--- src/rtl/float_to_int_pipe.sv ---
// float_to_int_pipe: three-stage pipelined float-to-signed-integer converter with rounding modes and valid/ready handshake
// Ports: clk/rst (sync, active-high); in_valid/in_ready/a/rm input stream;
// out_valid/out_ready/d/p_lost/denorm/invalid output stream, all outputs registered in S3.
module float_to_int_pipe #(
  parameter int EXP_W = 8,
  parameter int MAN_W = 23,
  parameter int INT_W = 32
) (
  input  logic                   clk,
  input  logic                   rst,
  input  logic                   in_valid,
  output logic                   in_ready,
  input  logic [EXP_W+MAN_W:0]   a,
  input  logic [1:0]             rm,
  output logic                   out_valid,
  input  logic                   out_ready,
  output logic [INT_W-1:0]       d,
  output logic                   p_lost,
  output logic                   denorm,
  output logic                   invalid
);
  localparam int F    = MAN_W + 1;
  localparam int XW   = INT_W + 1 + F;
  localparam int EW   = EXP_W + 2;
  localparam int BIAS = 2 ** (EXP_W - 1) - 1;
  logic                 w_en;
  logic [EXP_W-1:0]     w_exp;
  logic [MAN_W-1:0]     w_frac;
  logic                 w_hid;
  logic signed [EW-1:0] w_e;
  logic                 r1_v, r1_sign, r1_den, r1_spec;
  logic [1:0]           r1_rm;
  logic [F-1:0]         r1_sig;
  logic signed [EW-1:0] r1_e;
  logic [EW-1:0]        w_sh;
  logic [XW-1:0]        w_x;
  logic                 w_ovf, w_tiny;
  logic                 r2_v, r2_sign, r2_den, r2_spec, r2_ovf, r2_g, r2_s;
  logic [1:0]           r2_rm;
  logic [INT_W:0]       r2_int;
  logic                 w_inx, w_inc, w_rng_ok, w_bad;
  logic [INT_W:0]       w_mag;
  logic [INT_W-1:0]     w_d;
  assign w_en     = ~out_valid | out_ready;
  assign in_ready = w_en;
  assign w_exp  = a[EXP_W+MAN_W-1:MAN_W];
  assign w_frac = a[MAN_W-1:0];
  assign w_hid  = |w_exp;
  // subnormals share the minimum normal exponent 1 - bias
  assign w_e    = $signed({2'b00, w_hid ? w_exp : EXP_W'(1)}) - EW'(BIAS);
  // fixed point with F fraction bits puts e = -1 at shift 0; e in [-1, INT_W-1] maps to shift [0, INT_W]
  assign w_sh   = r1_e + EW'(1);
  assign w_x    = {{(INT_W+1){1'b0}}, r1_sig} << w_sh;
  assign w_ovf  = int'(r1_e) >= INT_W;
  assign w_tiny = int'(r1_e) < -1;
  assign w_inx  = r2_g | r2_s;
  assign w_inc  = r2_rm == 2'b00 ? r2_g & (r2_s | r2_int[0]) :
                  r2_rm == 2'b01 ? 1'b0 :
                  r2_rm == 2'b10 ? r2_sign & w_inx : ~r2_sign & w_inx;
  // integer part is below 2^INT_W, so the increment cannot wrap INT_W+1 bits
  assign w_mag    = r2_int + {{INT_W{1'b0}}, w_inc};
  assign w_rng_ok = r2_sign ? ~w_mag[INT_W] & (~w_mag[INT_W-1] | ~|w_mag[INT_W-2:0])
                            : ~|w_mag[INT_W:INT_W-1];
  assign w_bad    = r2_spec | r2_ovf | ~w_rng_ok;
  assign w_d      = w_bad ? {1'b1, {(INT_W-1){1'b0}}} :
                    r2_sign ? -w_mag[INT_W-1:0] : w_mag[INT_W-1:0];
  always_ff @(posedge clk) begin
    if (rst) begin
      r1_v      <= 1'b0;
      r2_v      <= 1'b0;
      out_valid <= 1'b0;
      d         <= '0;
      p_lost    <= 1'b0;
      denorm    <= 1'b0;
      invalid   <= 1'b0;
    end else if (w_en) begin
      r1_v      <= in_valid;
      r1_sign   <= a[EXP_W+MAN_W];
      r1_rm     <= rm;
      r1_sig    <= {w_hid, w_frac};
      r1_e      <= w_e;
      r1_den    <= ~w_hid & |w_frac;
      r1_spec   <= &w_exp;
      r2_v      <= r1_v;
      r2_sign   <= r1_sign;
      r2_rm     <= r1_rm;
      r2_den    <= r1_den;
      r2_spec   <= r1_spec;
      r2_ovf    <= w_ovf;
      r2_int    <= (w_ovf | w_tiny) ? '0 : w_x[XW-1:F];
      r2_g      <= (w_ovf | w_tiny) ? 1'b0 : w_x[F-1];
      r2_s      <= w_tiny ? |r1_sig : w_ovf ? 1'b0 : |w_x[F-2:0];
      out_valid <= r2_v;
      d         <= w_d;
      p_lost    <= ~w_bad & w_inx;
      denorm    <= r2_den;
      invalid   <= w_bad;
    end
  end
endmodule

--- config.mk ---
export PLATFORM = sky130hd
export DESIGN_NAME = float_to_int_pipe
export DESIGN_NICKNAME = d
export VERILOG_FILES = /design/src/rtl/float_to_int_pipe.sv
export SDC_FILE = /design/constraint.sdc
export NUM_CORES = 1
export LEC_CHECK = 0
export BUFFER_PORTS_ARGS = -buffer_cell sky130_fd_sc_hd__buf_4
export CORE_UTILIZATION = 55
export CTS_CLUSTER_SIZE = 28
export DETAILED_ROUTE_END_ITERATION = 10
export PLACE_DENSITY = 0.75
export SYNTH_ARGS = -nofsm -noshare
export SYNTH_HDL_FRONTEND = slang
export SYNTH_SLANG_ARGS = --single-unit
--- constraint.sdc ---
create_clock -name clk -period 4.7 [get_ports clk]
set_clock_uncertainty 0.05 [all_clocks]
set_input_delay 0.705 -clock clk [delete_from_list [all_inputs] [get_ports clk]]
set_output_delay 0.705 -clock clk [all_outputs]
set_load 0.02 [all_outputs]
==> results.cfg, run 1 <==
[logic_synthesis]
synth_edf_count = 79
seq_area_frac_synth_pct = 39.2
synthFlopType = sky130_fd_sc_hd__edfxtp_1
yosys.area.top_type = sky130_fd_sc_hd__edfxtp_1
post_synth_instance_area_um2 = 7990
synth.net_count = 889
synthDominantCellAreaShare_pct = 29.7
ys_warn_count = 0
synth.top_cells.by_area = sky130_fd_sc_hd__edfxtp_1 30%, sky130_fd_sc_hd__dfxtp_1 9.5%, sky130_fd_sc_hd__xnor2_1 4.8%
asyncSetResetFlopFracSynth_pct = 0
yosys_register_bits = 117
synthesized_area_per_cell_um2 = 9.45
synth_cells = 846
synth.distinct_cells = 78

[setup_path]
timing.critical_path.cells = inv_1, a21oi_1, a31oi_1, o21ai_0, a21oi_1, ha_1, and2_1, nand2_1, o41ai_1, and2_1, nand4_1, nor4_4, o211ai_4, o31ai_4
cpMaxStageDelayCell = sky130_fd_sc_hd__o41ai_1
reg2reg_slack_ps = 570
critical_path.endpoint_type = register
timing.critical_path.from_type = register
cp_slowest_stage_delay_ps = 620
critPathArrivalTime_ps = 4410
critical_path.reg2reg.startpoint = r2_rm[0]
crit_fanout = 30
r2r-end = d[5]
worst-endpoint-required_ps = 4990
r2r_cells = 14
worst-setup-path-type = reg2reg

[placed_design]
postPlaceCellArea_um2 = 8650
port_buffers = 74
gp_congestion = 1.02
numPlacedInstances = 1061
place.detailed.hpwl_mm = 16.4

[layout]
syn_to_final_growth_pct = 15.4
finish.utilization_pct = 65.7
layout.cells.most_common = sky130_fd_sc_hd__nand2_1
final_layout_size_suffix_gt1_share_pct = 19.6
antenna_cells_inserted = 0
layout_common_cells = 102 x sky130_fd_sc_hd__nand2_1, 89 x sky130_fd_sc_hd__buf_4, 79 x sky130_fd_sc_hd__nor2_1, 79 x sky130_fd_sc_hd__edfxtp_1, 44 x sky130_fd_sc_hd__xnor2_1
final_stage_net_count = 943
stdcell_count = 1093
fin_area_um2 = 9230

[clock_tree]
clk_buf_depth = 2
cts.root.buffer_cell = sky130_fd_sc_hd__clkbuf_16
cts-buffers-inserted = 17
post_cts_setup_buffers = 0
worstSkewPairLatency_ps = 420
worst_setup_hold_path_clk_slew_ps = 60
cts_hold_buf = 0
htree_num_levels = 4
tritoncts_sink_count = 117
tritoncts = yes
cts-resized-gates = 0

[route]
detail_route.wl_per_cell_um = 19.5
route.antenna.remaining_nets = 0
via_count = 6900
drtPass1Iterations = 5
drt_iter0_markers = 743
drt-total-wl_mm = 21.3
drt_drc_violations_left = 0
vias_per_cell = 6.31

[sta]
finalCriticalPeriod_ps = 4130
hold_violations = 0
report.final.setup_viol = 0
achievable-frequency_mhz = 242
rsz0062_at_grt = no
max-slew-margin-rel_pct = 30.2
final_clock_period_utilization_by_the_worst_path_pct = 87.8
final.setup.tns_ps = 0
slew_viol_final = 0
worst_margin_pin_slew_ps = 1050

[min_path]
min_delay_path_depth = 0
min_path_type = reg2reg
min-delay-start = r1_spec
worst_min_delay_path_endpoint = r2_spec

[die]
dieArea_um2 = 15000
die_w_um = 123
placeableCoreArea_um2 = 14000
design.portCount = 75
die_height_um = 123
core.rowCount = 43
starting_density_of_the_core_pct = 56.9

[grt]
antenna_found_initial = 0
grt_remaining_overflow = 0
grt_first_pass_wirelength_mm = 33.7
grtUsageTotal_pct = 29.7
grt_start_max_net_pins = 52
grt_pass1_vias = 6605

[outcome]
outcome = finished clean

[job]
max_cap_violations = 0

[power_and_ir_drop]
pwr_density_cell_nw_per_um2 = 328
leakagePower_nw = 3.28
total_power_w = 0.00302
power.ir.vdd_worst_mv = 0.255
## power breakdown
group	switching [W]	internal [W]
Sequential	0.0000556	0.00115
Combinational	0.000337	0.000224
Clock	0.000516	0.000739
Total	0.000909	0.00212
## through the flow
step | setup slack, ps | hold slack (ps)
5_1_grt | 228 | 386
4_1_cts | 293 | 375
6_report | 574 | 375
3_5_place_dp | 298 | 360
2_1_floorplan | 1030 | 350
3_3_place_gp | 446 | 357
## critical path, delay by kind of cell (launching register included)
family / cells / cell delay [ps]
buffers and inverters: 1 / 90
and+or+nand+nor: 5 / 1270
DFF: 1 / 380
AOI/OAI and AO/OA: 7 / 1830
adders and majority gates: 1 / 410
## cells in the mapped netlist, types with 3 or more instances
cell,number
sky130_fd_sc_hd__buf_6,3
sky130_fd_sc_hd__o22a_1,3
sky130_fd_sc_hd__and3_1,12
sky130_fd_sc_hd__a2bb2oi_1,3
sky130_fd_sc_hd__ha_1,5
sky130_fd_sc_hd__o41ai_1,4
sky130_fd_sc_hd__o21ai_0,24
sky130_fd_sc_hd__nor3_1,23
sky130_fd_sc_hd__mux4_2,17
sky130_fd_sc_hd__buf_4,4
sky130_fd_sc_hd__o211ai_1,4
sky130_fd_sc_hd__dfxtp_1,38
sky130_fd_sc_hd__or2_2,5
sky130_fd_sc_hd__edfxtp_1,79
sky130_fd_sc_hd__o21a_1,7
sky130_fd_sc_hd__and2_1,7
sky130_fd_sc_hd__mux2i_1,35
sky130_fd_sc_hd__o21ai_1,30
sky130_fd_sc_hd__a21oi_1,37
sky130_fd_sc_hd__o31ai_1,5
sky130_fd_sc_hd__nor2_1,81
sky130_fd_sc_hd__o22ai_1,15
sky130_fd_sc_hd__buf_1,5
sky130_fd_sc_hd__mux2_2,7
sky130_fd_sc_hd__nor3_2,3
sky130_fd_sc_hd__and4_1,7
sky130_fd_sc_hd__nand2_1,102
sky130_fd_sc_hd__buf_2,15
sky130_fd_sc_hd__nand4_1,19
sky130_fd_sc_hd__a22oi_1,9
sky130_fd_sc_hd__nand3_1,21
sky130_fd_sc_hd__nor4_1,18
sky130_fd_sc_hd__clkbuf_1,26
sky130_fd_sc_hd__a31oi_1,13
sky130_fd_sc_hd__or3_1,6
sky130_fd_sc_hd__o221ai_1,5
sky130_fd_sc_hd__o32ai_1,3
sky130_fd_sc_hd__xnor2_1,44
sky130_fd_sc_hd__nor4_4,4
sky130_fd_sc_hd__a211oi_1,9
sky130_fd_sc_hd__xor2_1,25
sky130_fd_sc_hd__inv_1,16
## kinds of logic after synthesis
group,count (synthesis),synth area share [%]
AOI/OAI and AO/OA,205,17.7
xor gates and xnor gates,69,7.56
adders and majority gates,5,0.783
buffers and inverters,70,4.01
DFF,117,39.2
muxes,59,10.2
and+or+nand+nor,321,20.6
## worst max-delay path by stage
stage | slack (ps) | start | depth (start not counted) | endpoint
final | 570 | r2_rm[0] | 14 | d[5]
after global routing | 230 | r2_rm[0] | 14 | d[5]
after CTS | 290 | r2_rm[0] | 14 | d[5]
after detailed placement | 300 | r2_rm[0] | 14 | d[5]
after global placement | 450 | r2_rm[0] | 14 | d[5]
after floorplan | 1030 | r2_sign | 17 | d[5]
## metal layers
metal	GRT usage (%)	vias up	part of all wire, %
li1	-	3295	-
met5	0	-	0
met2	54.2	292	52
met1	33.1	3260	39
met3	5.62	53	5.1
met4	13.8	0	3.6
## sequential cells by signal, summed over array words and instances (netlist names), 2 cells and up
signal	flops
r1_e	9
r1_sig	24
r1_rm	2
d	32
r2_int	33
r2_rm	2
## final cells by class
cell class / count / area [um2]
Multi-Input combinational cell: 659 / 4570
Fill cell: 1107 / 4820
Inverter: 16 / 60.1
Sequential cell: 117 / 3130
Tap cell: 180 / 225
Clock inverter: 15 / 145
Timing Repair Buffer: 89 / 668
Clock buffer: 17 / 425
Note: power is estimated with default switching activity, not from simulation.
==> run 2, diff against run 1 <==
- MAX_ROUTING_LAYER: unset -> met4
==> run 2 against run 1 <==
Power is 1.2% higher; register-to-register slack better by 60 ps; cell count is 0.27% lower; worst setup slack better by 63 ps; worst hold slack better by 14 ps; sequential power hardly changed; fmax is 1.6% higher; global-route usage is 1.8 points higher.
==> results.cfg, run 2 (synthesis results as in run 1) <==
[sta]
finalCriticalPeriod_ps = 4060
rsz0062_at_grt = no
final.setup.tns_ps = 0
achievable-frequency_mhz = 246
final_clock_period_utilization_by_the_worst_path_pct = 86.4
slew_viol_final = 0
worst_margin_pin_slew_ps = 1080
hold_violations = 0
max-slew-margin-rel_pct = 27.8
report.final.setup_viol = 0

[clock_tree]
worstSkewPairLatency_ps = 420
htree_num_levels = 4
tritoncts_sink_count = 117
cts-buffers-inserted = 17
worst_setup_hold_path_clk_slew_ps = 50
cts.root.buffer_cell = sky130_fd_sc_hd__clkbuf_16
clk_buf_depth = 2
tritoncts = yes

[setup_path]
timing.critical_path.from_type = register
critical_path.endpoint_type = register
worst-setup-path-type = reg2reg
cpMaxStageDelayCell = sky130_fd_sc_hd__o41ai_1
worst-endpoint-required_ps = 4980
crit_fanout = 30
critPathArrivalTime_ps = 4340
timing.critical_path.cells = inv_1, a21oi_1, a31oi_1, o21ai_0, a21oi_1, ha_1, and2_1, nand2_1, o41ai_1, and2_1, nand4_1, nor4_4, o211ai_4, o31ai_4
cp_slowest_stage_delay_ps = 640

[die]
starting_density_of_the_core_pct = 56.9
core.rowCount = 43
die_w_um = 123
dieArea_um2 = 15000
design.portCount = 75
die_height_um = 123
placeableCoreArea_um2 = 14000

[placed_design]
place.detailed.hpwl_mm = 16.7
port_buffers = 74
gp_congestion = 1.07

[route]
drtPass1Iterations = 5
drt_iter0_markers = 574
via_count = 6934
vias_per_cell = 6.36
drt-total-wl_mm = 22.2
drt_drc_violations_left = 0
route.antenna.remaining_nets = 0
detail_route.wl_per_cell_um = 20.4

[grt]
grt_remaining_overflow = 0
grtUsageTotal_pct = 31.5
grt_first_pass_wirelength_mm = 34.6
grt_pass1_vias = 6637
antenna_found_initial = 0
grt_start_max_net_pins = 80

[layout]
antenna_cells_inserted = 0
layout.cells.most_common = sky130_fd_sc_hd__nand2_1
registers.top_by_ff_count = r2_int
largest_reg_flops = 33
layout_common_cells = 102 x sky130_fd_sc_hd__nand2_1, 86 x sky130_fd_sc_hd__buf_4, 79 x sky130_fd_sc_hd__nor2_1, 79 x sky130_fd_sc_hd__edfxtp_1, 44 x sky130_fd_sc_hd__xnor2_1
final_stage_net_count = 940
final.fill_count = 1116
finish.utilization_pct = 65.7
final_layout_size_suffix_gt1_share_pct = 19.1
syn_to_final_growth_pct = 15.4
reg_top3 = r2_int: 33 flops, d: 32 flops, r1_sig: 24 flops

[outcome]
outcome = finished clean

[power_and_ir_drop]
pwr_density_cell_nw_per_um2 = 332
power.ir.vdd_worst_mv = 0.267
total_power_w = 0.00306
leakagePower_nw = 3.27

[job]
max_cap_violations = 0

[min_path]
min_path_type = reg2reg
==> run 2: worst max-delay path: cells and delay by family (launching register included) <==
family                   cells  cell delay, ps
adder cells (fa/ha/maj)      1             380
AO/OA/AOI/OAI                7            1780
flip-flops                   1             380
buffers and inverters        1              90
AND/OR/NAND/NOR              5            1280
==> run 2: routing by layer <==
layer | share of wire, % | track usage [%]
met1 | 40 | 34.9
met3 | 4.8 | 6.23
met5 | 0 | -
met4 | 3.9 | 14.9
met2 | 51 | 54.4
==> run 2: layout make-up <==
class / count / area [um2] / share of cell area (%)
Multi-Input combinational cell: 659 / 4570 / 49.5
Sequential cell: 117 / 3130 / 34.0
Timing Repair Buffer: 86 / 646 / 7.00
Clock buffer: 20 / 467 / 5.06
Tap cell: 180 / 225 / 2.44
Clock inverter: 12 / 126 / 1.37
Inverter: 16 / 60.1 / 0.651
==> run 2: report_power, final <==
group,switching [W],internal [W],total [W]
clock,0.000464,0.000818,0.00128
combinational,0.000346,0.000223,0.000569
sequential,0.0000578,0.00115,0.00121
total,0.000868,0.00219,0.00306
==> run 2: worst paths after layout <==
kind         endpoint  depth (start not counted)  slack [ps]  startpoint
min reg2reg      d[9]                          2         390        d[9]
max reg2reg      d[5]                         14         640    r2_rm[0]
min              d[9]                          2         390        d[9]
max              d[5]                         14         640    r2_rm[0]
==> run 2: through the flow <==
stage / setup slack [ps] / instance area [um2] / hold WS, ps / instances
global placement: 566 / 8620 / 357 / 1058
CTS: 403 / 9220 / 388 / 1090
global route: 275 / 9230 / 402 / 1090
finish: 637 / 9230 / 389 / 1090
floorplan: 1030 / 8000 / 350 / 846
detailed placement: 443 / 8620 / 373 / 1058
==> run 2: repair_timing <==
item | 4_1_cts | 5_1_grt
endpoints found under the setup margin | 0 | 4
hold buffers | 0 | 0
resized for setup | 0 | 1
setup buffers | 0 | 0
